[src/rtl/bp_me_mem_cmd_assembler.sv]
// Joins a BedRock memory header and an optional payload beat into one memory
// command. Sending a command uses one credit, and each memory response returns one.
module bp_me_mem_cmd_assembler
  #(parameter int paddr_width_p = 40
   ,parameter int data_width_p  = 64
   ,parameter int credits_p     = 8
   ,localparam int credit_width_lp = $clog2(credits_p+1)
   )
   (input  logic                       clk_i
   ,input  logic                       reset_n_i

   ,input  logic                       hdr_v_i
   ,output logic                       hdr_ready_and_o
   ,input  logic [3:0]                 hdr_msg_type_i
   ,input  logic [paddr_width_p-1:0]   hdr_addr_i
   ,input  logic [2:0]                 hdr_size_i

   ,input  logic                       data_v_i
   ,output logic                       data_ready_and_o
   ,input  logic [data_width_p-1:0]    data_i

   ,output logic                       mem_cmd_v_o
   ,input  logic                       mem_cmd_ready_and_i
   ,output logic [3:0]                 mem_cmd_msg_type_o
   ,output logic [paddr_width_p-1:0]   mem_cmd_addr_o
   ,output logic [2:0]                 mem_cmd_size_o
   ,output logic [data_width_p-1:0]    mem_cmd_data_o

   ,input  logic                       mem_resp_return_i
   ,output logic [credit_width_lp-1:0] credits_o
   ,output logic                       credit_overflow_o
   );

   // Only wr (1) and uc_wr (3) carry a payload beat.
   localparam logic [15:0] mem_cmd_payload_mask_lp = 16'b0000_0000_0000_1010;
   localparam logic [credit_width_lp-1:0] credits_max_lp = credit_width_lp'(credits_p);

   typedef enum logic [1:0] {e_ready, e_wait_data, e_send} state_e;

   state_e                     state_q, state_d;
   logic [3:0]                 type_q, type_d;
   logic [paddr_width_p-1:0]   addr_q, addr_d;
   logic [2:0]                 size_q, size_d;
   logic [data_width_p-1:0]    data_q, data_d;
   logic [credit_width_lp-1:0] credits_q, credits_d;
   logic                       ovf_q, ovf_d;
   logic                       send_hs;

   always_ff @(posedge clk_i or negedge reset_n_i) begin
      if (!reset_n_i) begin
         state_q   <= e_ready;
         type_q    <= '0;
         addr_q    <= '0;
         size_q    <= '0;
         data_q    <= '0;
         credits_q <= credits_max_lp;
         ovf_q     <= 1'b0;
      end else begin
         state_q   <= state_d;
         type_q    <= type_d;
         addr_q    <= addr_d;
         size_q    <= size_d;
         data_q    <= data_d;
         credits_q <= credits_d;
         ovf_q     <= ovf_d;
      end
   end

   always_comb begin
      state_d          = state_q;
      type_d           = type_q;
      addr_d           = addr_q;
      size_d           = size_q;
      data_d           = data_q;
      hdr_ready_and_o  = 1'b0;
      data_ready_and_o = 1'b0;
      mem_cmd_v_o      = 1'b0;
      case (state_q)
         e_ready: begin
            // Accepting a header needs a free credit, so the counter cannot underflow.
            hdr_ready_and_o = (credits_q != '0);
            if (hdr_v_i && hdr_ready_and_o) begin
               type_d  = hdr_msg_type_i;
               addr_d  = hdr_addr_i;
               size_d  = hdr_size_i;
               data_d  = '0;
               state_d = mem_cmd_payload_mask_lp[hdr_msg_type_i] ? e_wait_data : e_send;
            end
         end
         e_wait_data: begin
            data_ready_and_o = 1'b1;
            if (data_v_i) begin
               data_d  = data_i;
               state_d = e_send;
            end
         end
         e_send: begin
            mem_cmd_v_o = 1'b1;
            if (mem_cmd_ready_and_i)
               state_d = e_ready;
         end
         default: state_d = e_ready;
      endcase
   end

   assign send_hs = mem_cmd_v_o & mem_cmd_ready_and_i;

   always_comb begin
      credits_d = credits_q;
      ovf_d     = ovf_q;
      if (send_hs && !mem_resp_return_i)
         credits_d = credits_q - 1'b1;
      else if (!send_hs && mem_resp_return_i) begin
         // A return with nothing outstanding is a protocol error: saturate and flag it.
         if (credits_q == credits_max_lp)
            ovf_d = 1'b1;
         else
            credits_d = credits_q + 1'b1;
      end
   end

   assign mem_cmd_msg_type_o = type_q;
   assign mem_cmd_addr_o     = addr_q;
   assign mem_cmd_size_o     = size_q;
   assign mem_cmd_data_o     = data_q;
   assign credits_o          = credits_q;
   assign credit_overflow_o  = ovf_q;

endmodule

[config.mk]
export PLATFORM = sky130hd
export DESIGN_NAME = bp_me_mem_cmd_assembler
export DESIGN_NICKNAME = d
export VERILOG_FILES = /design/src/rtl/bp_me_mem_cmd_assembler.sv
export SDC_FILE = /design/constraint.sdc
export NUM_CORES = 1
export LEC_CHECK = 0
export BUFFER_PORTS_ARGS = -buffer_cell sky130_fd_sc_hd__buf_2
export CAP_MARGIN = 10
export CELL_PAD_IN_SITES_DETAIL_PLACEMENT = 1
export CELL_PAD_IN_SITES_GLOBAL_PLACEMENT = 2
export CORE_MARGIN = 2
export CORE_UTILIZATION = 34
export CTS_BUF_LIST = sky130_fd_sc_hd__clkbuf_4
export DETAILED_ROUTE_END_ITERATION = 10
export GPL_ROUTABILITY_DRIVEN = 0
export GPL_TIMING_DRIVEN = 0
export HOLD_SLACK_MARGIN = 0.03
export PLACE_DENSITY = 0.95
export SYNTH_ARGS = -nofsm -noshare
export SYNTH_HDL_FRONTEND = slang
export SYNTH_SLANG_ARGS = --single-unit
[constraint.sdc]
create_clock -name clk_i -period 5.1 [get_ports clk_i]
set_input_delay 0.51 -clock clk_i [delete_from_list [all_inputs] [get_ports clk_i]]
set_output_delay 0.51 -clock clk_i [all_outputs]
set_load 0.005 [all_outputs]
==> qor.yml, run 1 <==
run_status:
  status: "complete, no violations"
cells_and_area:
  final_cell_mix: "buf_2 (237), dfrtp_1 (117), a22o_1 (74), a22o_2 (54), mux2_4 (30)"
  final_area_um2: 7220
  nNetsFinal: 756
  layout_commonest_cell: "buf_2"
  syn_to_final_growth_pct: 32.6
  drive_above_1_share_pct: 60.1
  final_cells: 865
worst_setup_path:
  slowest_stage: "clkbuf_1"
  slowest_delay_ps: 510
  worst-path-stages: 5
  worstSetupEndpointType: "output port"
  cp-startpoint: "state_q[0]$_DFFE_PN0P_"
  critPathCapture: "data_ready_and_o"
  rr_worst_depth: 11
  crit_required_ps: 4590
  cp_top_family: "buffers and inverters"
  cp_num_buf_inv: 4
  crit_path_start_kind: "register"
  crit_path_cell_trace: "clkbuf_1 > clkbuf_1 > inv_1 > nor2_1 > buf_2"
  rr_endpoint: "credits_o[2]$_DFFE_PN0P_"
  reg2reg_slack_ps: 2760
  r2r-start: "state_q[0]$_DFFE_PN0P_"
  cp.arrival_ps: 2140
  crit_top_cell: "clkbuf_1"
  critPathKind: "register to output port"
  critPathMaxFanout: 10
cts:
  post_cts_resized: 0
  root_buffer: "clkbuf_4"
  clkSinkCount: 118
  worstSkewPairLatency_ps: 510
  clk_path_buf_depth: 2
  htree_levels: 4
  path_clk_slew_ps: 100
  cts_buffers: 17
  cts_tree: "yes"
logic_synthesis:
  ys_seq_area_share_pct: 54.3
  ys_types: 35
  syn_area_um2: 5440
  synth_nets: 500
  synth_cells: 379
  ys_ff_latch: 118
  ys_warn_count: 0
  synth.avg_cell_area_um2: 14.4
power_and_ir_drop:
  peakVddDrop_uv: 160
  cellLeakagePower_nw: 3.85
  power_density_nw_per_um2: 486
  finalPower_mw: 3.51
timing:
  fin_crit_sh_pct: 52.0
  setup_violations: 0
  tightest_slew_ps: 597
  rsz0062_at_grt: "false"
  skew_ps: 14.3
  hold_viol: 0
  timing.fmax_ghz: 0.377
  final_max_slew_viol_count: 0
  period_needed_ps: 2650
  fin_setup_tns_ps: 0
  setup_ws_ps: 2450
  slew_headroom_pct: 60.2
global_route:
  track_usage_pct: 19.0
  grt_max_degree: 64
  grt_pass1_vias: 4648
  antenna_found_initial: 2
  grt-ovfl-total: 0
  grt_first_pass_wirelength_mm: 25.0
floorplanning:
  die_y_um: 131
  rows: 46
  core_area_um2: 15800
  io_pins: 236
  initial_core_util_pct: 34.5
  die_w_um: 131
  die_area_um2: 17000
placed_design:
  place_area_um2: 6920
  placed_cells: 831
  dp_slack_ps: 2780
  hpwl_mm: 12.0
  placement.io_buffers: 235
run:
  maxCapViolations: 0
routing:
  wl_mm: 16.3
  vias: 4346
  drt_iter0_drc: 115
  first_pass_iters: 4
  final_antenna_net_count: 0
  drc: 0
  wire_per_inst_um: 18.9
  vias_per_cell: 5.02
worst_hold_path:
  min-delay-path-class: "input port to register"
## synth_stat cells
cell,number,area (um2)
xor2_1,2,17.5
a31oi_1,2,12.5
nand3_1,1,5.00
dfrtp_1,117,2930
nor2b_4,1,13.8
o21ai_0,4,20.0
o21bai_2,1,11.3
nor3_1,2,10.0
o41ai_1,1,8.76
a22o_2,54,541
buf_4,1,7.51
a22o_1,74,648
and2_1,1,6.26
a21oi_1,4,20.0
xnor2_1,1,8.76
mux2_4,30,450
o31ai_1,1,7.51
clkbuf_1,21,78.8
nor3b_1,1,7.51
nand4_1,1,6.26
buf_12,10,200
mux2_2,18,203
ha_1,4,50.1
and3b_2,1,10.0
nand2_1,4,15.0
nand2_2,1,6.26
inv_1,6,22.5
nand3b_1,1,7.51
a31o_2,1,8.76
buf_2,3,15.0
dfstp_2,1,26.3
buf_6,2,22.5
nor4_4,1,21.3
nor2_1,4,15.0
nor2b_1,2,12.5
## flip-flops by register name, indices dropped and copies added (netlist names)
signal              count
mem_cmd_data_o         64
mem_cmd_addr_o         40
credits_o               4
mem_cmd_msg_type_o      4
mem_cmd_size_o          3
state_q                 2
credit_overflow_o       1
## area by class of cell
cell class | count | area (um2)
sequential | 118 | 2950
antenna | 2 | 5.00
tap | 216 | 270
fill | 1769 | 8550
timing repair buffer | 237 | 1220
inverter | 6 | 22.5
buffer | 37 | 324
clock buffer | 19 | 143
multi-input combinational | 218 | 2140
clock inverter | 12 | 136
## per-layer routing
metal	routed length [um]	global-route usage [%]	share of wire [%]	vias up
li1	-	-	-	1970
met1	6810	23.4	42	2190
met2	8260	32.8	51	156
met3	852	3.91	5.2	30
met4	384	7.57	2.4	0
met5	0	0	0	-
## kinds of logic after synthesis
family,Yosys count,synth area share (%)
adders and majority gates,4,0.919
muxes,48,12.0
AOI/OAI and AO/OA,142,23.5
xor gates and xnor gates,3,0.483
and+or+nand+nor,21,2.51
buffers and inverters,43,6.37
DFF,118,54.3
## where the power goes
| group | internal [mW] | total [mW] | leakage, nW | switching, mW |
|---|---|---|---|---|
| logic | 0.806 | 1.41 | 2.18 | 0.609 |
| registers | 1.21 | 1.40 | 1.52 | 0.190 |
| clock network | 0.340 | 0.691 | 0.150 | 0.351 |
## timing repair
| action | in CTS | in global routing |
|---|---|---|
| hold buffers | 1 | 0 |
| endpoints found under the hold margin | 54 | 0 |
| setup buffers | 0 | 0 |
## metrics by stage
stage               utilization [%]  hold WS [ps]
floorplan                         -           214
global placement               43.7           450
detailed placement             43.9           457
CTS                            45.7           118
global route                   45.8           144
finish                         45.8           190
## worst min path at each step
stage	to	depth (start not counted)	start
final	state_q[0]$_DFFE_PN0P_	2	data_v_i
after global routing	state_q[0]$_DFFE_PN0P_	2	data_v_i
after CTS	state_q[0]$_DFFE_PN0P_	2	data_v_i
after detailed placement	credit_overflow_o$_DFFE_PN0P_	1	credit_overflow_o$_DFFE_PN0P_
after global placement	credit_overflow_o$_DFFE_PN0P_	1	credit_overflow_o$_DFFE_PN0P_
after floorplan	credit_overflow_o$_DFFE_PN0P_	0	reset_n_i
(Power assumes the default switching activity.)
==> run 2: changes to the inputs <==
--- a/config.mk
+++ b/config.mk
@@ -10,13 +10,13 @@
 export CELL_PAD_IN_SITES_DETAIL_PLACEMENT = 1
 export CELL_PAD_IN_SITES_GLOBAL_PLACEMENT = 2
 export CORE_MARGIN = 2
-export CORE_UTILIZATION = 34
+export CORE_UTILIZATION = 31
 export CTS_BUF_LIST = sky130_fd_sc_hd__clkbuf_4
 export DETAILED_ROUTE_END_ITERATION = 10
 export GPL_ROUTABILITY_DRIVEN = 0
 export GPL_TIMING_DRIVEN = 0
 export HOLD_SLACK_MARGIN = 0.03
-export PLACE_DENSITY = 0.95
+export PLACE_DENSITY = 0.88
 export SYNTH_ARGS = -nofsm -noshare
 export SYNTH_HDL_FRONTEND = slang
 export SYNTH_SLANG_ARGS = --single-unit
==> constraint.sdc (replaced) <==
create_clock -name clk_i -period 2.56 [get_ports clk_i]
set_input_delay 0.256 -clock clk_i [delete_from_list [all_inputs] [get_ports clk_i]]
set_output_delay 0.256 -clock clk_i [all_outputs]
set_load 0.005 [all_outputs]
==> run 2 against run 1 <==
  * Combinational power is 110% higher
  * Sequential power is 100% higher
  * Power is 110% higher
  * Critical path depth stayed put
  * Cell count is 12% higher
  * Clock skew is 1.7 ps higher
  * Wire length is 9.6% higher
  * Setup slack worse by 2200 ps
  * Clock-buffer cell count is 1 lower
  * Via count is 7.8% higher
  * Flip-flop and latch count stayed put
  * First-iteration DRC count is 17% lower
==> qor.yml, run 2 (synthesized netlist as in run 1, its figures left out) <==
timing:
  fin_setup_tns_ps: 0  # unchanged
  tightest_slew_ps: 602  # +5.16 ps
  slew_headroom_pct: 59.8  # -0.34 points
  timing.fmax_ghz: 0.433
  period_needed_ps: 2310
  rsz0062_at_grt: "false"
  fin_crit_sh_pct: 90.2
  setup_violations: 0  # unchanged
  skew_ps: 16.0  # +1.67 ps
  final_max_slew_viol_count: 0  # unchanged
  hold_viol: 0  # unchanged
  setup_ws_ps: 252  # -2200 ps
worst_setup_path:
  crit_path_start_kind: "register"
  cp.arrival_ps: 2050  # -90 ps
  critPathKind: "register to output port"
  worstSetupEndpointType: "output port"
  critPathMaxFanout: 10  # unchanged
  crit_required_ps: 2300  # -2290 ps
global_route:
  antenna_found_initial: 3  # +1
  grt_max_degree: 66  # +3.1%
  track_usage_pct: 19.3  # +0.29 points
  grt-ovfl-total: 0  # unchanged
  grt_pass1_vias: 5330  # +15%
  grt_first_pass_wirelength_mm: 27.8  # +11%
placed_design:
  hpwl_mm: 12.0  # about the same
  place_area_um2: 6940  # +0.16%
  dp_slack_ps: 267  # -2510 ps
  placement.io_buffers: 235  # unchanged
floorplanning:
  core_area_um2: 17200  # +9.3%
  initial_core_util_pct: 31.6  # -2.9 points
  die_w_um: 137  # +4.6%
  io_pins: 236  # unchanged
  die_area_um2: 18600  # +9.4%
  rows: 48  # +4.3%
  die_y_um: 137  # +4.6%
routing:
  wl_mm: 17.9  # +9.6%
  final_antenna_net_count: 0  # unchanged
  wire_per_inst_um: 18.5  # -2.0%
  vias: 4683  # +7.8%
  vias_per_cell: 4.84  # -3.6%
  drt_iter0_drc: 95  # -17%
  first_pass_iters: 4  # unchanged
  drc: 0  # unchanged
cts:
  cts_buffers: 17  # unchanged
  cts_tree: "yes"
  post_cts_buffers: 0  # unchanged
  path_clk_slew_ps: 110  # about the same
  clkSinkCount: 118  # unchanged
  clk_path_buf_depth: 2  # unchanged
  root_buffer: "clkbuf_4"
  htree_levels: 4  # unchanged
  worstSkewPairLatency_ps: 500  # about the same
cells_and_area:
  drive_above_1_share_pct: 52.9  # -7.2 points
  final_area_um2: 8210  # +14%
  syn_to_final_growth_pct: 50.8
  layout_commonest_cell: "buf_2"
  largest_reg_flops: 64  # unchanged
  nNetsFinal: 847  # +12%
  final_cell_mix: "buf_2 (237), dfrtp_1 (117), dlygate4sd3_1 (93), a22o_1 (74), a22o_2 (54)"
power_and_ir_drop:
  power_density_nw_per_um2: 900  # +85%
  cellLeakagePower_nw: 4.25  # +11%
  peakVddDrop_uv: 406  # +150%
run:
  maxCapViolations: 0  # unchanged
worst_hold_path:
  min-delay-path-class: "input port to register"
run_status:
  status: "complete, no violations"
## run 2: through the flow
step,power [mW],hold WS (ps),std cells,util (%)
after floorplan,4.54,-39.6,379,-
after global placement,5.50,452,839,40.0
final,7.39,95.3,967,47.6
after CTS,7.43,30.1,965,47.6
after detailed placement,5.66,250,840,40.2
after global routing,7.83,35.3,967,47.6
## run 2: final timing paths
check                                               from  slack, ps                        endpoint  cells past startpoint
min reg2reg                credit_overflow_o$_DFFE_PN0P_        470   credit_overflow_o$_DFFE_PN0P_                      1
max in group asynchronous                      reset_n_i       1590   mem_cmd_data_o[5]$_DFFE_PN0P_                      3
min                                           data_i[46]        100  mem_cmd_data_o[46]$_DFFE_PN0P_                      3
max reg2reg                       state_q[0]$_DFFE_PN0P_        360        credits_o[2]$_DFFE_PN0P_                     10
max                               state_q[0]$_DFFE_PN0P_        250                data_ready_and_o                      5
min in group asynchronous                      reset_n_i        260        credits_o[0]$_DFFE_PN0P_                      2
## run 2: power by group
group / internal, mW / total [mW] / leakage [nW] / switching (mW)
clock network: 0.877 / 1.63 / 0.170 / 0.752
registers: 2.41 / 2.81 / 1.52 / 0.395
logic: 1.70 / 2.95 / 2.56 / 1.25
total: 4.99 / 7.39 / 4.25 / 2.40
## run 2: critical path: stages (launching register included)
cell,delay [ps]
dfrtp_1,340
clkbuf_1,260
clkbuf_1,500
inv_1,180
nor2_1,140
buf_2,120
## run 2: area by class of cell
cell class | instances | area, um2
fill | 1858 | 9020
sequential | 118 | 2950
multi-input combinational | 218 | 2140
timing repair buffer | 329 | 2140
buffer | 36 | 320
tap | 225 | 282
clock inverter | 14 | 206
clock buffer | 18 | 135
inverter | 6 | 22.5
antenna | 3 | 7.51
## run 2: timing repair
item,in CTS,in global routing
hold buffers,93,0
gates resized for setup,0,0
endpoints found under the setup margin,0,1
hold endpoints to repair,144,0
## run 2: metal layers
metal	wire length (um)	GRT usage [%]
met3	914	4.52
met4	308	7.58
met1	7300	22.4
met2	9350	34.3
met5	0	0
